`config.mk`:
```
export PLATFORM = sky130hd
export DESIGN_NAME = tick_interval_timer
export DESIGN_NICKNAME = d
export VERILOG_FILES = /design/src/rtl/tick_interval_timer.sv
export SDC_FILE = /design/constraint.sdc
export NUM_CORES = 1
export LEC_CHECK = 0
export CAP_MARGIN = 20
export CORE_MARGIN = 2
export CORE_UTILIZATION = 46
export DETAILED_ROUTE_END_ITERATION = 6
export MAX_ROUTING_LAYER = met4
export PLACE_DENSITY = 0.75
export SYNTH_ARGS = -nofsm -noshare
export SYNTH_HDL_FRONTEND = slang
export SYNTH_SLANG_ARGS = --single-unit
```
`constraint.sdc`:
```
create_clock -name clk -period 1.89 [get_ports clk]
set_input_delay 0.2835 -clock clk [delete_from_list [all_inputs] [get_ports clk]]
set_output_delay 0.2835 -clock clk [all_outputs]
set_load 0.01 [all_outputs]
```
`src/rtl/tick_interval_timer.sv`:
```
// rtl/tick_interval_timer.sv - interval timer counting rising edges of a divided clock
module tick_interval_timer #(
  parameter int W = 16
) (
  input  logic         clk,
  input  logic         rst,
  input  logic         div_clk,
  input  logic         start,
  input  logic         stop,
  input  logic         auto_reload,
  input  logic [W-1:0] load_val,
  output logic         tick,
  output logic [W-1:0] count,
  output logic         busy,
  output logic         expire,
  output logic         done
);

  typedef enum logic [1:0] {
    IDLE = 2'd0,
    RUN  = 2'd1,
    DONE = 2'd2
  } state_t;

  state_t       state;
  logic         div_q;
  logic [W-1:0] reload_val;
  logic         ar;

  // div_clk is treated purely as data; its rising edge becomes a one-cycle tick.
  always_ff @(posedge clk or negedge rst) begin
    if (!rst) begin
      div_q <= 1'b0;
      tick  <= 1'b0;
    end else begin
      div_q <= div_clk;
      tick  <= div_clk & ~div_q;
    end
  end

  // Priority each cycle: stop, then start, then the tick event.
  always_ff @(posedge clk or negedge rst) begin
    if (!rst) begin
      state      <= IDLE;
      count      <= '0;
      busy       <= 1'b0;
      expire     <= 1'b0;
      done       <= 1'b0;
      reload_val <= '0;
      ar         <= 1'b0;
    end else begin
      expire <= 1'b0;
      if (stop) begin
        if (state != IDLE) begin
          state <= IDLE;
          busy  <= 1'b0;
          done  <= 1'b0;
        end
      end else if (start) begin
        reload_val <= load_val;
        ar         <= auto_reload;
        if (load_val != '0) begin
          count <= load_val;
          state <= RUN;
          busy  <= 1'b1;
          done  <= 1'b0;
        end else begin
          // A zero interval expires at once and never enters RUN.
          count  <= '0;
          expire <= 1'b1;
          busy   <= 1'b0;
          if (auto_reload) begin
            state <= IDLE;
            done  <= 1'b0;
          end else begin
            state <= DONE;
            done  <= 1'b1;
          end
        end
      end else if (state == RUN && tick) begin
        if (count > W'(1)) begin
          count <= count - W'(1);
        end else if (ar) begin
          count  <= reload_val;
          expire <= 1'b1;
        end else begin
          count  <= '0;
          expire <= 1'b1;
          state  <= DONE;
          busy   <= 1'b0;
          done   <= 1'b1;
        end
      end
    end
  end

endmodule

```
==> flow_metrics.tcl, run 1 <==
set metrics [dict create \
    outcome "finished, violations left" \
    violations "setup timing" \
    ys_ff_latch 38 \
    slew_headroom_pct 60.5 \
    fp.dieW_um 71.6 \
    antenna_cells 0 \
    hold_viol 0 \
    clock_latency_ns 0.30 \
    path_max_fanout 6 \
    synth_top_area_share_pct 45.2 \
    crit_family "simple AND/OR/NAND/NOR gates" \
    syn_area_mm2 0.00210 \
    maxCapViolCount 0 \
    synth_top_cells_by_count "nand2_1, dfrtp_1, o21ai_0" \
    drt-pass1-iter-count 7 \
    start_util_pct 48.0 \
    area.growth.synth_to_final_pct 66.4 \
    synth_top_area_cell "dfrtp_1" \
    cts_root_buf "clkbuf_8" \
    critPathSlowestCell "or4_4" \
    yosys-top-cells-area "dfrtp_1, nand2_1, o21ai_0, o2bb2ai_1, a21oi_1" \
    path_clk_slew_ns 0.08 \
    cts_tree "yes" \
    instances_no_fill 402 \
    min_to "tick$_DFF_PN0_" \
    synth-edff-count 0 \
    timing.rr.start "count[8]$_DFFE_PN0P_" \
    crit_chain "or4_4 > and4b_4 > buf_6 > and2_4 > buf_4 > a21oi_2 > a31o_2" \
    min_from "div_q$_DFF_PN0_" \
    drive_gt1_share_pct 37.4 \
    critPathKind "reg2reg" \
    yosysSeqAreaShare_pct 45.2 \
    h-tree-depth 2 \
    hold_class "reg2reg" \
    numCtsBuffers 5 \
    end_kind "flop" \
    grt_pass1_wl_um 11800 \
    clock-sinks 38 \
    dpl.hpwl_um 5590 \
    grt_max_degree 21 \
    rr_endpoint "state[0]$_DFFE_PN0P_" \
    timing.fmax_ghz 0.471 \
    drt-total-wl_um 7810 \
    place_congestion 0.952 \
    min_period_over_period_pct 112 \
    vias 2435 \
    synthFlopType "dfrtp_1" \
    r2r_cells 7 \
    skew_ns 0.00714 \
    design_area_mm2 0.00350 \
    fin_crit_ns 2.12 \
    drc 0 \
    vias_per_cell 6.06 \
    grt_pass1_vias 2355 \
    syn_inst 232 \
    die_h_um 71.6 \
    synth_cell_types 58 \
    arrival_ns 2.32 \
    core_mm2 0.00438 \
    hold-path-cell-count 1 \
    rows 24 \
    finalSetupTns_ns -2.74 \
    rsz0062_at_grt "yes" \
    nets 373 \
    dpl-instance-area_mm2 0.00315 \
    cts_buffer_depth 2 \
    syn_area_per_cell_um2 9.07 \
    worst_slew_pin_slew_ns 0.587 \
    postSynth.asyncResetShare_pct 100 \
    overflow 0 \
    finalSetupViolCount 18 \
    grt_use_total_pct 31.1 \
    ant_nets 0 \
    wire_per_inst_um 19.4 \
    cp_num_buf_inv 2 \
    powerDensity_mw_per_mm2 752 \
    worst_slack_ns -0.234 \
    fin_util_pct 79.9 \
    p_leak_nw 1.54 \
    place.port_buffers 41 \
    vdd_drop_max_mv 0.462 \
    antenna_found_initial 0 \
    pre_cts_ws_ns -0.194 \
    r2r_setup_slack_ns -0.23 \
    start_kind "flop" \
    dp.cells 388 \
    pin_count 42 \
    die_area_mm2 0.00513 \
    yosys_warnings 0 \
    slew_viol_final 0 \
    syn-num-nets 256 \
    cp_data_required_time_ns 2.08 \
    yosysMostFrequentCell "nand2_1" \
    drtIter0Drc 254 \
    slowest_delay_ns 0.53 \
]
-- flip-flops by register name, summed over array words and instances, names as in the netlist --
signal and flops:
ar 1, count 16, div_q 1, expire 1
reload_val 16, state 2, tick 1
-- layout by cell type (no fill, tap or decap), drive strengths merged, types with 5 or more instances in the layout --
cell / n
inv: 7
nor3: 9
a21oi: 10
clkbuf: 5
nand2: 52
nor2: 8
o21ai: 16
buf: 81
dfrtp: 38
nor4: 8
o2bb2ai: 6
clkdlybuf4s50: 40
-- report_power, final --
group / total [W] / internal [W] / switching, W
sequential: 0.00102 / 0.000929 / 0.0000929
clock: 0.000688 / 0.000388 / 0.000299
combinational: 0.000924 / 0.000489 / 0.000435
total: 0.00263 / 0.00181 / 0.000827
-- cells by family after synthesis --
group,synth area share (%)
buffers and inverters,4.34
AO/OA/AOI/OAI,25.3
AND/OR/NAND/NOR,23.5
adder cells (fa/ha/maj),1.19
multiplexers,0.535
flip-flops,45.2
-- worst max path at each step --
stage                                     from                   end  slack, ns  cells past startpoint
after floorplan           count[1]$_DFFE_PN0P_  count[4]$_DFFE_PN0P_      -0.07                      8
after global routing      count[8]$_DFFE_PN0P_  count[1]$_DFFE_PN0P_      -0.26                      6
final                     count[8]$_DFFE_PN0P_  state[0]$_DFFE_PN0P_      -0.23                      7
after CTS                 count[9]$_DFFE_PN0P_  count[1]$_DFFE_PN0P_      -0.16                      6
after global placement            load_val[10]  state[1]$_DFFE_PN0P_      -0.21                      5
after detailed placement  count[9]$_DFFE_PN0P_  count[3]$_DFFE_PN0P_      -0.19                      6
-- layer usage --
| metal | routed length (µm) | track usage, % |
|---|---|---|
| met5 | 0 | - |
| met3 | 740 | 5.20 |
| met1 | 3200 | 44.5 |
| met2 | 3600 | 44.3 |
| met4 | 268 | 11.7 |
-- per-stage QoR --
step | power, W | hold WS, ns
6_report | 0.00263 | 0.406
3_5_place_dp | 0.00187 | 0.270
2_1_floorplan | 0.00134 | -0.0121
3_3_place_gp | 0.00186 | 0.267
4_1_cts | 0.00257 | 0.412
5_1_grt | 0.00275 | 0.431
-- worst reg2reg max path, cell delays in order, from the launching register on --
cell,delay [ns]
dfrtp_2,0.41
or4_4,0.53
and4b_4,0.40
buf_6,0.12
and2_4,0.20
buf_4,0.13
a21oi_2,0.04
a31o_2,0.20
-- final cells by class --
class | count | area (µm²)
multi-input cells | 174 | 1260
fillers | 303 | 882
flip-flops and latches | 38 | 955
inverters | 8 | 30.0
well taps | 52 | 65.1
clock buffers | 5 | 68.8
clock inverters | 3 | 40.0
repair buffers | 122 | 1080
-- repair_timing --
item                                    CTS  global route
pin swaps                                 8            11
endpoints found under the setup margin   19            19
setup buffers                             2             4
hold buffers                              1             0
gates resized for setup                  14            24
endpoints found under the hold margin    18             0
Note: power is estimated with default switching activity, not from simulation.
==> inputs of run 2 (changes only) <==
Clock period 1.89 ns to 1.9 ns, I/O delays scaled along.
==> flow_metrics.tcl, run 2 (synthesis gave the netlist of run 1 again) <==
set metrics [dict create \
    worst_slew_pin_slew_ns 0.419 \
    critPathSlowestCell "or4_4" \
    grt_pass1_vias 2345 \
    fin_crit_ns 2.08 \
    rr_endpoint "count[1]$_DFFE_PN0P_" \
    clock-sinks 38 \
    rows 24 \
    h-tree-depth 2 \
    wire_per_inst_um 18.3 \
    core_mm2 0.00438 \
    nets 370 \
    slew_viol_final 0 \
    r2r_cells 6 \
    antenna_found_initial 0 \
    startpoint "count[7]$_DFFE_PN0P_" \
    vias_per_cell 6.01 \
    dpl.hpwl_um 5460 \
    largestRegisters "count: 16 flops, reload_val: 16 flops, state: 2 flops" \
    fillers 304 \
    vias 2398 \
    timing.fmax_ghz 0.481 \
    hold_class "reg2reg" \
    finalSetupViolCount 19 \
    min_period_over_period_pct 109 \
    place_congestion 1.04 \
    worst_slack_ns -0.179 \
    fin_util_pct 76.6 \
    drc 0 \
    powerDensity_mw_per_mm2 819 \
    ant_nets 0 \
    grt_pass1_wl_um 11800 \
    violations "setup timing" \
    maxCapViolCount 0 \
    drt-pass1-iter-count 5 \
    end_kind "flop" \
    rsz0062_at_grt "yes" \
    drtIter0Drc 251 \
    grt_use_total_pct 30.9 \
    path_clk_slew_ns 0.08 \
    vdd_drop_max_mv 0.649 \
    p_leak_nw 1.50 \
    outcome "finished, violations left" \
    antenna_cells 0 \
    cts_buffer_depth 2 \
    skew_ns 0.00581 \
    crit_chain "or4_4 > and4b_2 > buf_6 > and2_4 > a31oi_1 > o31ai_1" \
    drive_gt1_share_pct 33.4 \
    hold_viol 0 \
    critPathCapture "count[1]$_DFFE_PN0P_" \
    drt-total-wl_um 7300 \
    mostFrequentLayoutCell "buf_4" \
    layout_common_cells "buf_4, nand2_1, clkdlybuf4s50_1" \
    timing.rr.start "count[7]$_DFFE_PN0P_" \
    holdWs_ns 0.416 \
    min_from "div_q$_DFF_PN0_" \
    start_kind "flop" \
    place.port_buffers 41 \
    dp.cells 390 \
    path_max_fanout 6 \
    area.growth.synth_to_final_pct 59.5 \
    post-cts-setup-buffers 0 \
    fp.dieW_um 71.6 \
    die_h_um 71.6 \
    slowest_delay_ns 0.56 \
    slew_headroom_pct 72.0 \
    dpl-instance-area_mm2 0.00314 \
    die_area_mm2 0.00513 \
    arrival_ns 2.27 \
    cp_data_required_time_ns 2.09 \
    overflow 0 \
    instances_no_fill 399 \
    cts_tree "yes" \
    cts_root_buf "clkbuf_8" \
    numCtsBuffers 5 \
    start_util_pct 48.0 \
    pin_count 42 \
    design_area_mm2 0.00336 \
    critPathKind "reg2reg" \
    clock_latency_ns 0.30 \
    r2r_setup_slack_ns -0.18 \
    finalSetupTns_ns -2.19 \
    grt_max_degree 39 \
]
==> run 2: cell types whose count changed in the layout (fill, tap and decap cells not counted), sizes merged <==
| cell | previous run | this run |
|---|---|---|
| clkbuf | 5 | 6 |
| buf | 81 | 78 |
| bufinv | 1 | 2 |
| clkinv | 3 | 1 |
==> run 2: routing by layer <==
| layer | vias up | routed length (µm) | track usage, % |
|---|---|---|---|
| met1 | 1154 | 3190 | 40.6 |
| li1 | 1105 | - | - |
| met4 | 0 | 172 | 9.43 |
| met3 | 24 | 489 | 5.63 |
| met5 | - | 0 | - |
| met2 | 115 | 3440 | 49.0 |
==> run 2: worst min-delay path by stage <==
stage | end | slack [ns] | cells after the start
after CTS | tick$_DFF_PN0_ | 0.42 | 1
final | tick$_DFF_PN0_ | 0.42 | 1
after global placement | count[14]$_DFFE_PN0P_ | 0.27 | 2
after detailed placement | count[11]$_DFFE_PN0P_ | 0.27 | 2
after global routing | tick$_DFF_PN0_ | 0.43 | 1
after floorplan | ar$_DFFE_PN0P_ | -0.01 | 0
==> run 2: critical path: cells and delay by family, from the launching register on <==
family	cells	cell delay, ns
AND/OR/NAND/NOR	3	1.11
AO/OA/AOI/OAI	2	0.32
buffers and inverters	1	0.14
flip-flops	1	0.41
==> run 2: layout make-up <==
type                       instances  area (µm²)  area share [%]
multi-input combinational        174        1140            33.9
timing repair buffer             119        1030            30.6
sequential                        38         955            28.4
clock buffer                       6        82.6            2.46
tap                               52        65.1            1.94
clock inverter                     2        60.1            1.79
inverter                           8        30.0           0.895
==> run 2: report_power, final <==
| group | total (W) | switching, W | leakage (nW) | internal (W) |
|---|---|---|---|---|
| sequential | 0.00102 | 0.0000992 | 0.461 | 0.000924 |
| clock | 0.000867 | 0.000307 | 0.0714 | 0.000560 |
| combinational | 0.000858 | 0.000385 | 0.968 | 0.000473 |
| total | 0.00275 | 0.000791 | 1.50 | 0.00196 |
==> run 2: per-stage QoR <==
stage	power (W)	worst slack, ns
floorplan	0.00133	-0.0626
global route	0.00287	-0.240
detailed placement	0.00186	-0.321
CTS	0.00273	-0.127
global placement	0.00185	-0.274
finish	0.00275	-0.179
==> run 2: what timing repair did <==
action	4_1_cts	5_1_grt
hold buffers	1	0
endpoints found under the setup margin	18	19
endpoints found under the hold margin	38	0
resized for setup	1	15
pin swaps	2	3
cloned	0	0
==> inputs of run 3 (changes only) <==
Settings changed: CORE_ASPECT_RATIO set to 0.75.
==> flow_metrics.tcl, run 3 (synthesis gave the netlist of run 1 again) <==
set metrics [dict create \
    min_period_over_period_pct 109 \
    fillers 329 \
    p_leak_nw 1.47 \
    worst_slack_ns -0.164 \
    h-tree-depth 2 \
    clock_latency_ns 0.30 \
    r2r_cells 6 \
    hold_viol 0 \
    drtIter0Drc 289 \
    rsz0062_at_grt "yes" \
    finalSetupViolCount 18 \
    area.growth.synth_to_final_pct 58.1 \
    timing.fmax_ghz 0.485 \
    hold-path-cell-count 1 \
    cts_root_buf "clkbuf_8" \
    end_kind "flop" \
    design_area_mm2 0.00333 \
    numCtsBuffers 5 \
    clock-sinks 38 \
    vias_per_cell 6.06 \
    rr_endpoint "state[1]$_DFFE_PN0P_" \
    pin_count 42 \
    largestRegisters "count: 16 flops, reload_val: 16 flops, state: 2 flops" \
    drive_gt1_share_pct 32.0 \
    start_kind "flop" \
    rows 21 \
    die_h_um 62.6 \
    hold_class "reg2reg" \
    nets 367 \
    overflow 0 \
    drt-pass1-iter-count 5 \
    place_congestion 1.02 \
    vdd_drop_max_mv 0.529 \
    grt_use_total_pct 31.4 \
    layout_common_cells "buf_4, nand2_1, clkdlybuf4s50_1" \
    ant_nets 0 \
    slew_viol_final 0 \
    grt_pass1_wl_um 11900 \
    path_max_fanout 6 \
    drt-total-wl_um 7280 \
    path_clk_slew_ns 0.07 \
    cp_data_required_time_ns 2.08 \
    fin_crit_ns 2.06 \
    grt_max_degree 22 \
    violations "setup timing" \
    slew_headroom_pct 70.6 \
    r2r_setup_slack_ns -0.16 \
    wire_per_inst_um 18.2 \
    outcome "finished, violations left" \
    vias 2430 \
    min_from "div_q$_DFF_PN0_" \
    skew_ns 0.00327 \
    antenna_found_initial 0 \
    min_to "tick$_DFF_PN0_" \
    cts_tree "yes" \
    cts_buffer_depth 2 \
    critPathKind "reg2reg" \
    die_area_mm2 0.00514 \
    fp.dieW_um 82.1 \
    dpl.hpwl_um 5430 \
    worst_slew_pin_slew_ns 0.436 \
    dpl-instance-area_mm2 0.00309 \
    holdWs_ns 0.405 \
    grt_pass1_vias 2379 \
    drc 0 \
    mostFrequentLayoutCell "buf_4" \
    timing.rr.start "count[7]$_DFFE_PN0P_" \
    powerDensity_mw_per_mm2 819 \
    place.port_buffers 41 \
    maxCapViolCount 0 \
    start_util_pct 47.4 \
    arrival_ns 2.25 \
    antenna_cells 0 \
    core_mm2 0.00444 \
]
[run 3: cell count changes in the layout (fill, tap and decap cells not counted), sizes merged]
cell and delta:
buf -3
[run 3: how the worst max path moves through the flow]
stage | startpoint | endpoint | slack (ns)
CTS | count[7]$_DFFE_PN0P_ | state[1]$_DFFE_PN0P_ | -0.15
detailed placement | start | count[13]$_DFFE_PN0P_ | -0.26
finish | count[7]$_DFFE_PN0P_ | state[1]$_DFFE_PN0P_ | -0.16
global route | count[7]$_DFFE_PN0P_ | state[1]$_DFFE_PN0P_ | -0.24
floorplan | count[1]$_DFFE_PN0P_ | count[4]$_DFFE_PN0P_ | -0.06
global placement | load_val[5] | state[1]$_DFFE_PN0P_ | -0.16
[run 3: layout make-up]
cell class | instances | area, µm² | share of cell area, %
well taps | 57 | 71.3 | 2.14
flip-flops and latches | 38 | 955 | 28.7
multi-input cells | 174 | 1160 | 34.8
clock buffers | 6 | 82.6 | 2.48
clock inverters | 2 | 60.1 | 1.80
inverters | 8 | 30.0 | 0.902
repair buffers | 116 | 971 | 29.2
[run 3: report_power, final]
part,internal [W],switching [W]
Sequential,0.000924,0.0000919
Combinational,0.000455,0.000397
Clock,0.000560,0.000296
[run 3: worst max-delay path, stage by stage (launching register included)]
cell and delay (ns):
dfrtp_1 0.40, or4_4 0.56, and4b_2 0.36, buf_4 0.14, and2_4 0.18, a211oi_1 0.09, a2111oi_2 0.22
[run 3: timing repair]
action,CTS,global route
setup endpoints to repair,18,19
setup buffers,1,0
pin swaps,0,2
endpoints found under the hold margin,14,0
hold buffers,1,0
resized for setup,6,8
[run 3: metrics by stage]
stage	TNS [ns]	utilization [%]	power [W]	worst slack, ns	cells
floorplan	-0.373	-	0.00133	-0.0626	232
global placement	-1.57	69.6	0.00182	-0.158	391
detailed placement	-2.01	69.6	0.00184	-0.263	391
CTS	-2.10	73.8	0.00270	-0.150	401
global route	-3.54	75.0	0.00285	-0.242	401
finish	-2.30	75.0	0.00272	-0.164	401
[run 3: layer usage]
layer	wire length, µm	global-route usage, %	part of all wire [%]	vias to the layer above
li1	-	-	-	1094
met1	3210	44.9	44	1191
met2	3330	45.2	46	130
met3	642	6.36	8.8	15
met4	100	8.96	1.4	0
met5	0	-	0	-
